[config.mk]
export PLATFORM = sky130hd
export DESIGN_NAME = block_move_ctrl_flat
export DESIGN_NICKNAME = d
export VERILOG_FILES = /design/src/rtl/tetris_pkg.sv /design/src/rtl/block_move_ctrl_if.sv /design/src/rtl/block_cmd_arb.sv /design/src/rtl/block_move_ctrl.sv /design/src/flat_wrapper.sv
export SDC_FILE = /design/constraint.sdc
export NUM_CORES = 1
export LEC_CHECK = 0
export ABC_AREA = 0
export BUFFER_PORTS_ARGS = -buffer_cell sky130_fd_sc_hd__buf_2
export CORE_MARGIN = 4
export CORE_UTILIZATION = 30
export CTS_CLUSTER_SIZE = 40
export DETAILED_ROUTE_END_ITERATION = 12
export PLACE_DENSITY = 0.52
export SKIP_CTS_REPAIR_TIMING = 1
export SLEW_MARGIN = 10
export SYNTH_ARGS = -nofsm -noshare
export SYNTH_HDL_FRONTEND = slang
export SYNTH_SLANG_ARGS = --single-unit
[constraint.sdc]
create_clock -name clk -period 2.8 [get_ports clk]
set_input_delay 0.14 -clock clk [delete_from_list [all_inputs] [get_ports clk]]
set_output_delay 0.14 -clock clk [all_outputs]
set_load 0.02 [all_outputs]
[src/rtl/tetris_pkg.sv]
// Shared types and constants for the falling-block move controller.
package tetris_pkg;

  typedef enum logic [2:0] {
    ST_IDLE,
    ST_PROPOSE,
    ST_WAIT,
    ST_COMMIT,
    ST_LOCK,
    ST_SPAWN,
    ST_SPAWN_WAIT,
    ST_OVER
  } state_e;

  typedef enum logic [1:0] {
    CMD_ROT,
    CMD_LEFT,
    CMD_RIGHT,
    CMD_DOWN
  } cmd_e;

  localparam int SPAWN_X = 9;
  localparam int SPAWN_Y = 0;

endpackage

[src/rtl/block_move_ctrl_if.sv]
// Collision-check handshake between the move controller (master) and the board checker (slave).
interface block_move_ctrl_if #(
  parameter int POS_W = 10
);
  logic             chk_req;
  logic [POS_W-1:0] chk_x;
  logic [POS_W-1:0] chk_y;
  logic [POS_W-1:0] chk_rot;
  logic             chk_ack;
  logic             chk_hit;

  modport master (
    output chk_req, chk_x, chk_y, chk_rot,
    input  chk_ack, chk_hit
  );

  modport slave (
    input  chk_req, chk_x, chk_y, chk_rot,
    output chk_ack, chk_hit
  );
endinterface

[src/rtl/block_cmd_arb.sv]
// Sticky command flags with fixed priority rot > left > right > down and clear-on-service.
// HARD_DROP_EN: btn_drop gets its own flag and is reported as a hard drop via sel_hard.
module block_cmd_arb
  import tetris_pkg::*;
(
  input  logic clk,
  input  logic rst_n,
  input  logic btn_rot,
  input  logic btn_left,
  input  logic btn_right,
  input  logic btn_drop,
  input  logic grav_tick,
  input  logic take,
  input  logic clear_all,
  output logic pending,
  output cmd_e sel_cmd,
  output logic sel_hard
);

  logic p_rot, p_left, p_right, p_down, p_hard;
  logic down_set, take_down;

  always_comb begin
    sel_cmd = CMD_DOWN;
    if (p_rot)        sel_cmd = CMD_ROT;
    else if (p_left)  sel_cmd = CMD_LEFT;
    else if (p_right) sel_cmd = CMD_RIGHT;
  end

  assign pending   = p_rot | p_left | p_right | p_down | p_hard;
  assign sel_hard  = p_hard;
  assign take_down = take && (sel_cmd == CMD_DOWN);

  // A new pulse in the same cycle as its service wins, so it is not lost.
  always_ff @(posedge clk or negedge rst_n) begin
    if (!rst_n) begin
      p_rot   <= 1'b0;
      p_left  <= 1'b0;
      p_right <= 1'b0;
      p_down  <= 1'b0;
    end else if (clear_all) begin
      p_rot   <= 1'b0;
      p_left  <= 1'b0;
      p_right <= 1'b0;
      p_down  <= 1'b0;
    end else begin
      p_rot   <= btn_rot   | (p_rot   & ~(take && sel_cmd == CMD_ROT));
      p_left  <= btn_left  | (p_left  & ~(take && sel_cmd == CMD_LEFT));
      p_right <= btn_right | (p_right & ~(take && sel_cmd == CMD_RIGHT));
      p_down  <= down_set  | (p_down  & ~take_down);
    end
  end

`ifdef HARD_DROP_EN
  assign down_set = grav_tick;

  // Servicing a hard drop also absorbs any pending gravity step.
  always_ff @(posedge clk or negedge rst_n) begin
    if (!rst_n)         p_hard <= 1'b0;
    else if (clear_all) p_hard <= 1'b0;
    else                p_hard <= btn_drop | (p_hard & ~take_down);
  end
`else
  assign down_set = grav_tick | btn_drop;
  assign p_hard   = 1'b0;
`endif

endmodule

[src/rtl/block_move_ctrl.sv]
// Falling-block move controller: proposes moves, validates them through the collision-check
// handshake, commits (refresh) or locks and respawns. Hard drop is enabled by HARD_DROP_EN.
//
// state         | meaning
// ST_IDLE       | waiting for a pending command
// ST_PROPOSE    | build candidate from cur_*, reject at walls, land at bottom
// ST_WAIT       | chk_req held until ack or timeout
// ST_COMMIT     | refresh strobe with candidate on commit bus
// ST_LOCK       | lock strobe, pending commands flushed
// ST_SPAWN      | err strobe, spawn position on commit bus
// ST_SPAWN_WAIT | collision check of the spawn position
// ST_OVER       | spawn collided; frozen until reset
module block_move_ctrl
  import tetris_pkg::*;
#(
  parameter int POS_W  = 10,
  parameter int X_MAX  = 19,
  parameter int Y_MAX  = 39,
  parameter int ROT_N  = 4,
  parameter int CHK_TO = 15
) (
  input  logic             clk,
  input  logic             rst_n,
  input  logic [POS_W-1:0] cur_x,
  input  logic [POS_W-1:0] cur_y,
  input  logic [POS_W-1:0] cur_rot,
  input  logic             btn_left,
  input  logic             btn_right,
  input  logic             btn_rot,
  input  logic             btn_drop,
  input  logic             grav_tick,
  block_move_ctrl_if.master chk,
  output logic [POS_W-1:0] block_pos_x_in,
  output logic [POS_W-1:0] block_pos_y_in,
  output logic [POS_W-1:0] rotate_in,
  output logic             refresh,
  output logic             err,
  output logic             lock,
  output logic             game_over
);

  localparam int               TO_W    = $clog2(CHK_TO + 1);
  localparam logic [TO_W-1:0]  TO_INIT = TO_W'(CHK_TO - 1);
  localparam logic [POS_W-1:0] X_LAST  = POS_W'(X_MAX);
  localparam logic [POS_W-1:0] Y_LAST  = POS_W'(Y_MAX);
  localparam logic [POS_W-1:0] R_LAST  = POS_W'(ROT_N - 1);
  localparam logic [POS_W-1:0] SP_X    = POS_W'(SPAWN_X);
  localparam logic [POS_W-1:0] SP_Y    = POS_W'(SPAWN_Y);

  state_e           state;
  cmd_e             cmd_q, sel_cmd;
  logic             hard_q, sel_hard, pending, take, clear_all;
  logic             req, resolve, hit_eff;
  logic [POS_W-1:0] cand_x, cand_y, cand_rot, rot_nxt;
  logic [TO_W-1:0]  to_cnt;

  block_cmd_arb u_arb (
    .clk       (clk),
    .rst_n     (rst_n),
    .btn_rot   (btn_rot),
    .btn_left  (btn_left),
    .btn_right (btn_right),
    .btn_drop  (btn_drop),
    .grav_tick (grav_tick),
    .take      (take),
    .clear_all (clear_all),
    .pending   (pending),
    .sel_cmd   (sel_cmd),
    .sel_hard  (sel_hard)
  );

  assign take      = (state == ST_IDLE) && pending;
  assign clear_all = (state == ST_LOCK);
  assign rot_nxt   = (cur_rot >= R_LAST) ? '0 : cur_rot + POS_W'(1);

  // A silent checker is treated exactly like a collision.
  assign resolve = chk.chk_ack || (to_cnt == '0);
  assign hit_eff = chk.chk_ack ? chk.chk_hit : 1'b1;

  assign chk.chk_req = req;
  assign chk.chk_x   = cand_x;
  assign chk.chk_y   = cand_y;
  assign chk.chk_rot = cand_rot;

  always_ff @(posedge clk or negedge rst_n) begin
    if (!rst_n) begin
      state          <= ST_IDLE;
      cmd_q          <= CMD_ROT;
      hard_q         <= 1'b0;
      req            <= 1'b0;
      cand_x         <= '0;
      cand_y         <= '0;
      cand_rot       <= '0;
      to_cnt         <= '0;
      block_pos_x_in <= '0;
      block_pos_y_in <= '0;
      rotate_in      <= '0;
      refresh        <= 1'b0;
      err            <= 1'b0;
      lock           <= 1'b0;
      game_over      <= 1'b0;
    end else begin
      refresh <= 1'b0;
      err     <= 1'b0;
      lock    <= 1'b0;
      case (state)
        ST_IDLE: begin
          if (pending) begin
            cmd_q  <= sel_cmd;
            hard_q <= sel_hard;
            state  <= ST_PROPOSE;
          end
        end
        ST_PROPOSE: begin
          cand_x   <= cur_x;
          cand_y   <= cur_y;
          cand_rot <= cur_rot;
          to_cnt   <= TO_INIT;
          req      <= 1'b1;
          state    <= ST_WAIT;
          case (cmd_q)
            CMD_ROT: cand_rot <= rot_nxt;
            CMD_LEFT: begin
              if (cur_x == '0) begin
                req   <= 1'b0;
                state <= ST_IDLE;
              end else begin
                cand_x <= cur_x - POS_W'(1);
              end
            end
            CMD_RIGHT: begin
              if (cur_x >= X_LAST) begin
                req   <= 1'b0;
                state <= ST_IDLE;
              end else begin
                cand_x <= cur_x + POS_W'(1);
              end
            end
            CMD_DOWN: begin
              if (cur_y >= Y_LAST) begin
                req   <= 1'b0;
                lock  <= 1'b1;
                state <= ST_LOCK;
              end else begin
                cand_y <= cur_y + POS_W'(1);
              end
            end
          endcase
        end
        ST_WAIT: begin
          if (resolve) begin
            req <= 1'b0;
            if (!hit_eff) begin
              refresh        <= 1'b1;
              block_pos_x_in <= cand_x;
              block_pos_y_in <= cand_y;
              rotate_in      <= cand_rot;
              state          <= ST_COMMIT;
            end else if (cmd_q == CMD_DOWN) begin
              lock  <= 1'b1;
              state <= ST_LOCK;
            end else begin
              state <= ST_IDLE;
            end
          end else begin
            to_cnt <= to_cnt - TO_W'(1);
          end
        end
        // Hard drop loops straight back; cur_* has taken the commit by then.
        ST_COMMIT: state <= hard_q ? ST_PROPOSE : ST_IDLE;
        ST_LOCK: begin
          err            <= 1'b1;
          block_pos_x_in <= SP_X;
          block_pos_y_in <= SP_Y;
          rotate_in      <= '0;
          state          <= ST_SPAWN;
        end
        ST_SPAWN: begin
          cand_x   <= SP_X;
          cand_y   <= SP_Y;
          cand_rot <= '0;
          to_cnt   <= TO_INIT;
          req      <= 1'b1;
          state    <= ST_SPAWN_WAIT;
        end
        ST_SPAWN_WAIT: begin
          if (resolve) begin
            req <= 1'b0;
            if (hit_eff) begin
              game_over <= 1'b1;
              state     <= ST_OVER;
            end else begin
              state <= ST_IDLE;
            end
          end else begin
            to_cnt <= to_cnt - TO_W'(1);
          end
        end
        ST_OVER: state <= ST_OVER;
        default: state <= ST_IDLE;
      endcase
    end
  end

endmodule
[src/flat_wrapper.sv]
// flat-port wrapper written by rule: the top's interface ports become plain ports
module block_move_ctrl_flat import tetris_pkg::*;
#(
  parameter int POS_W  = 10,
  parameter int X_MAX  = 19,
  parameter int Y_MAX  = 39,
  parameter int ROT_N  = 4,
  parameter int CHK_TO = 15
)
  (clk, rst_n, cur_x, cur_y, cur_rot, btn_left, btn_right, btn_rot, btn_drop, grav_tick, block_pos_x_in, block_pos_y_in, rotate_in, refresh, err, lock, game_over, chk_chk_req, chk_chk_x, chk_chk_y, chk_chk_rot, chk_chk_ack, chk_chk_hit);
  block_move_ctrl_if #(.POS_W(POS_W)) chk_i ();
  input  logic clk;
  input  logic rst_n;
  input  logic [POS_W-1:0] cur_x;
  input  logic [POS_W-1:0] cur_y;
  input  logic [POS_W-1:0] cur_rot;
  input  logic btn_left;
  input  logic btn_right;
  input  logic btn_rot;
  input  logic btn_drop;
  input  logic grav_tick;
  output logic [POS_W-1:0] block_pos_x_in;
  output logic [POS_W-1:0] block_pos_y_in;
  output logic [POS_W-1:0] rotate_in;
  output logic refresh;
  output logic err;
  output logic lock;
  output logic game_over;
  output wire logic [$bits(chk_i.chk_req)-1:0] chk_chk_req;
  output wire logic [$bits(chk_i.chk_x)-1:0] chk_chk_x;
  output wire logic [$bits(chk_i.chk_y)-1:0] chk_chk_y;
  output wire logic [$bits(chk_i.chk_rot)-1:0] chk_chk_rot;
  input wire logic [$bits(chk_i.chk_ack)-1:0] chk_chk_ack;
  input wire logic [$bits(chk_i.chk_hit)-1:0] chk_chk_hit;
  assign chk_chk_req = chk_i.chk_req;
  assign chk_chk_x = chk_i.chk_x;
  assign chk_chk_y = chk_i.chk_y;
  assign chk_chk_rot = chk_i.chk_rot;
  assign chk_i.chk_ack = chk_chk_ack;
  assign chk_i.chk_hit = chk_chk_hit;
  block_move_ctrl #(.POS_W(POS_W), .X_MAX(X_MAX), .Y_MAX(Y_MAX), .ROT_N(ROT_N), .CHK_TO(CHK_TO)) u_core (.clk(clk), .rst_n(rst_n), .cur_x(cur_x), .cur_y(cur_y), .cur_rot(cur_rot), .btn_left(btn_left), .btn_right(btn_right), .btn_rot(btn_rot), .btn_drop(btn_drop), .grav_tick(grav_tick), .chk(chk_i), .block_pos_x_in(block_pos_x_in), .block_pos_y_in(block_pos_y_in), .rotate_in(rotate_in), .refresh(refresh), .err(err), .lock(lock), .game_over(game_over));
endmodule
# [After elaboration in Yosys (flattened, before gate mapping)]
# Cells that the tools add are included.
[word_totals] register_bits=78 inputBits=39 output_inout_bits=65 elab_cells=140
[op_classes] n_addsub=5 magnitude_cmp=3 n_eq_ne=19 n_mux=56 n_bitwise=16 n_reduce_logical=23
[op_table] op="case mux 10 bit (2 select lines)" count=7
[op_table] op="2-to-1 mux 10 bit" count=12
[op_table] op="adder 10 x 1 -> 10 bit, second input constant" count=3
[op_table] op="case mux 3 bit (8 select lines)" count=1
[op_table] op="2-to-1 mux 3 bit" count=7
[op_table] op="2-to-1 mux 1 bit" count=19
[op_table] op="== test 3 bit, second input constant" count=4
[op_table] op="greater-or-equal comparator 10 x 2 -> 1 bit, second input constant" count=1
[op_table] op="greater-or-equal comparator 10 x 5 -> 1 bit, second input constant" count=1
[op_table] op="greater-or-equal comparator 10 x 6 -> 1 bit, second input constant" count=1
[op_table] op="logical NOT 10 bit" count=1
[op_table] op="subtractor 10 x 1 -> 10 bit, second input constant" count=1
[op_table] op="case mux 3 bit (3 select lines)" count=1
[op_table] op="AND reduction 3 bit" count=3
[op_table] op="== test 2 bit, second input constant" count=4
[op_table] op="2-to-1 mux 2 bit" count=4
[op_table] op="inequality test 2 x 1 -> 1 bit, second input constant" count=4
[op_table] op="bitwise OR 1 bit" count=8
[op_table] op="case mux 4 bit (2 select lines)" count=1
[op_table] op="== test 3 x 2 -> 1 bit, second input constant" count=2
[op_table] op="case mux 1 bit (3 select lines)" count=2
[op_table] op="AND reduction 2 bit" count=3
[op_table] op="nonzero test 2 bit" count=3
[op_table] op="logical AND 1 bit" count=5
[op_table] op="14 further kinds" count=24

# [Longest topological paths before layout]
[depth] depth_word=9 depth_mapped=8 depth_no_buf=6

# [Hierarchy]
# Synthesis repeated with hierarchy kept, for this count alone.
[hier_totals] hier_cells=452 hier_area_um2=4077.7
[by_module_without_submodules] mod="block_move_ctrl" n_inst=1 cells_each=429 area_per_inst_um2=3882.5
[by_module_without_submodules] mod="block_cmd_arb" n_inst=1 cells_each=23 area_per_inst_um2=195.2

# [Worst setup path after synthesis]
# Ideal clock, no wire load.
[synth_timing] path_kind="register to register" startpoint="register u_core.cmd_q[1]" endpoint="register u_core.cand_x[0], in the netlist u_core.chk.chk_x[0]" arrival_time_ns=1.926 required_time_ns=2.718 path_slack_ns=0.792 path_stages_with_launch=8 path_cell_list="dfrtp_1 > inv_1 > ha_1 > buf_1 > or4b_2 > o31ai_1 > o21ai_0 > a31oi_1"
[synth_via] elab_chain_cells=3 word_cells_on_any_way=4
[synth_lines] element="from (decl)" line_no="block_move_ctrl.sv:51" source="cmd_e cmd_q, sel_cmd;"
[synth_lines] element="from (signal assigned)" line_no="block_move_ctrl.sv:109" source="cmd_q <= sel_cmd;"
[synth_lines] element="== test 2 bit / == test 2 x 1 -> 1 bit (equally long branches)" line_no="block_move_ctrl.sv:121" source="case (cmd_q)"
[synth_lines] element="case mux 10 bit (2 select lines) (*)" line_no="block_move_ctrl.sv:121"
[synth_lines] element="case mux 10 bit (2 select lines) (*)" line_no="block_move_ctrl.sv:106" source="case (state)"
[synth_lines] element="to (signal assigned)" line_no="block_move_ctrl.sv:115" source="cand_x <= cur_x;"
[synth_lines] element="to (signal assigned)" line_no="block_move_ctrl.sv:128" source="cand_x <= cur_x - POS_W'(1);"
[synth_lines] element="to (signal assigned)" line_no="block_move_ctrl.sv:136" source="cand_x <= cur_x + POS_W'(1);"
[synth_lines] element="to (decl)" line_no="block_move_ctrl.sv:54" source="logic [POS_W-1:0] cand_x, cand_y, cand_rot, rot_nxt;"
# Every way passes the cells marked *; elsewhere a longest branch is shown, timed or not.
# A chain may end at the register's enable or synchronous reset.

# [Final worst setup path]
# Same ends and word-level chain as after synthesis.

==> qor.csv <==
stage;metric;value;unit
clock_tree;clk_pin_slew_worst_paths;0.06;ns
timing;fmax;472;MHz
power;max-vdd-ir-drop;0.332;mV
clock_tree;cts_root_buf;clkbuf_16;
synthesis;synth_top_area_share;0.474;
drt;wl;11600;um
final_layout;synthToLayoutAreaGrowth;24.6;%
drt;drc;0;
synthesis;syn_nets;518;
synthesis;synth_edf_count;0;
floorplanning;die_h;125;um
synthesis;synth-adder-area-share;0.0334;
global_routing;grt_pass1_vias;3717;
clock_tree;htreeDepth;3;
floorplanning;pin_count;104;
global_routing;grt_usage;0.152;
timing;finClkSkew;0.00790;ns
drt;firstDrtPassIters;4;
drt;drt-initial-drc-count;319;
synthesis;synth_top_cell_by_area;dfrtp_1;
floorplanning;rows;42;
setup_path;cp.required;3.06;ns
power;p_per_area;1020;nW/um^2
synthesis;synth_seq_cells;78;
drt;wl_per_cell;15.6;um
place;place.gp.congestion;0.849;
final_layout;layout-drive-gt1-share;0.238;
timing;period_minus_slack;2.12;ns
synthesis;synth_top_family_by_area;simple AND/OR/NAND/NOR gates;
timing;worstMarginPinSlew;0.984;ns
global_routing;grt_max_degree;79;
synthesis;postSynthAreaPerCell;8.81;um^2
flow_run;cap_violations;0;
synthesis;ys_warn_count;0;
synthesis;synth_xor_area_frac;0.0234;
floorplanning;start_util;0.309;
final_layout;n_antenna_cell;0;
setup_path;crit_path_start_kind;flop;
timing;holdWs;-0.0446;ns
final_layout;regArea;1950;um^2
place;dp_hpwl;8710;um
clock_tree;cts.sinks;78;
global_routing;grt_pass1_wl;19500;um
global_routing;grt_antenna_before_repair;0;
synthesis;ys_seq_area_frac;0.474;
drt;via_count;3711;
synthesis;synth_area_leaders;dfrtp_1, nand2_1, a21oi_1, o21ai_0, ha_1;
synthesis;synth-compound-area-share;0.192;
final_layout;num-nets-final;608;
synthesis;yosys.area_share.simple;0.218;
setup_path;path_max_fanout;9;
clock_tree;cts_buffers;9;
setup_path;end_kind;flop;
synthesis;synth_flop_cell;dfrtp_1;
timing;hold_viol;59;
floorplanning;die_w;125;um
synthesis;async_flop_share;1.00;
global_routing;overflow;0;
setup_path;cp_data_arrival_time;2.38;ns
run_status;outcome;finished, violations left;
hold_path;hold_class;in2async;
timing;fin_setup_tns;0;ns
synthesis;syn_inst;468;
clock_tree;clk_path_buf_depth;2;
floorplanning;coreArea;13300;um^2
power;p_leak;2.38;nW
clock_tree;cts_tree;done;
floorplanning;die_area;15700;um^2
timing;slew_viol_final;0;
synthesis;syn_area;4120;um^2
timing;slew_headroom;0.344;
synthesis;synth.distinct_cells;52;
timing;setup_viol;0;
clock_tree;clock_latency;0.34;ns
synthesis;yosysMostFrequentCell;nand2_1;
place;port_buffers;103;
final_layout;multi_input_area;1990;um^2
run_status;violations;negative hold slack;
timing;fin_crit_sh;0.756;
drt;vias_per_cell;5.02;
final_layout;fin_util;0.385;
final_layout;nFillCells;1398;
synthesis;synth_mux_area_frac;0.0149;
timing;rsz0062_at_grt;no;
setup_path;worstSetupPathType;reg2reg;
drt;ant_nets;0;
synthesis;ys_top_cells_by_count;nand2_1, dfrtp_1, a21oi_1, o21ai_0, nor2_1;
## critical path, stage by stage (launching register included)
cell and delay (ns):
dfrtp_1 0.40, inv_1 0.12, ha_1 0.35, or4b_2 0.61, o31ai_1 0.26, o21ai_0 0.13
a31oi_1 0.17
## routing by layer
metal | wire length, um | global-route usage
met5 | 0 | 0
met4 | 170 | 0.0542
met3 | 736 | 0.0354
met2 | 5220 | 0.237
met1 | 5440 | 0.209
## layout make-up
class | instances | area share
clock buffers | 10 | 0.0465
clock inverters | 6 | 0.0183
inverters | 16 | 0.0117
multi-input cells | 343 | 0.387
flip-flops and latches | 78 | 0.380
well taps | 176 | 0.0429
repair buffers | 110 | 0.114
## registers in the layout (all words and copies together) (netlist names), 2 cells and up
register / cells
u_core.state: 3
u_core.cmd_q: 2
u_core.to_cnt: 4
u_core.chk.chk_rot: 10
u_core.chk.chk_y: 10
u_core.block_pos_x_in: 10
u_core.rotate_in: 10
u_core.chk.chk_x: 10
u_core.block_pos_y_in: 10
## power breakdown
group / switching (W) / internal (W)
combinational: 0.00141 / 0.000724
sequential: 0.000321 / 0.00150
clock: 0.000485 / 0.000811
total: 0.00222 / 0.00304
## through the flow
stage               cell area, um^2  setup WS, ns  power (W)  cells
floorplan                      4120         0.792    0.00321    468
global placement               4800         0.605    0.00397    723
detailed placement             4800         0.574    0.00400    723
CTS                            5130         0.677    0.00533    739
global route                   5130         0.488    0.00564    739
finish                         5130         0.683    0.00526    739
## logic make-up (layout without fill, tap and decap cells)
group | Yosys count | after routing
adder cells (fa/ha/maj) | 11 | 11
multiplexers | 6 | 6
AND/OR/NAND/NOR | 187 | 187
AO/OA/AOI/OAI | 128 | 128
buffers and inverters | 47 | 142
flip-flops | 78 | 78
XOR/XNOR | 11 | 11
## worst paths after layout
kind	from	to	slack, ns	depth (start not counted)
setup / recovery	u_core.cmd_q[1]	u_core.chk.chk_x[0]	0.68	6
hold / removal	rst_n	u_core.rotate_in[0]	-0.04	1
setup reg to reg	u_core.cmd_q[1]	u_core.chk.chk_x[0]	0.68	6
hold reg to reg	u_core.game_over	u_core.game_over	0.48	1
max in group asynchronous	rst_n	u_core.chk.chk_x[7]	2.20	1
min in group clk	btn_right	u_core.u_arb.p_right	0.02	3
## placed cells by master (no fill, tap or decap), types with 4 or more instances in the layout
master       n
nor3_1       7
o21ai_0     32
nor4_1       4
nand2b_1    15
nand3_1      8
xor2_1       9
ha_1        11
o2111ai_1    4
nor2_1      24
buf_4        7
buf_2      102
o22ai_1      4
mux2i_1      5
nor2b_1      6
a31oi_1      6
a21oi_1     45
nand2_1     94
inv_1       16
dfrtp_1     78
and3_1       4
clkbuf_16    9
nand4_1      4
o211ai_1     8
or3_1        5
o31a_1       5
No activity file was read; power rests on OpenSTA's default activity.
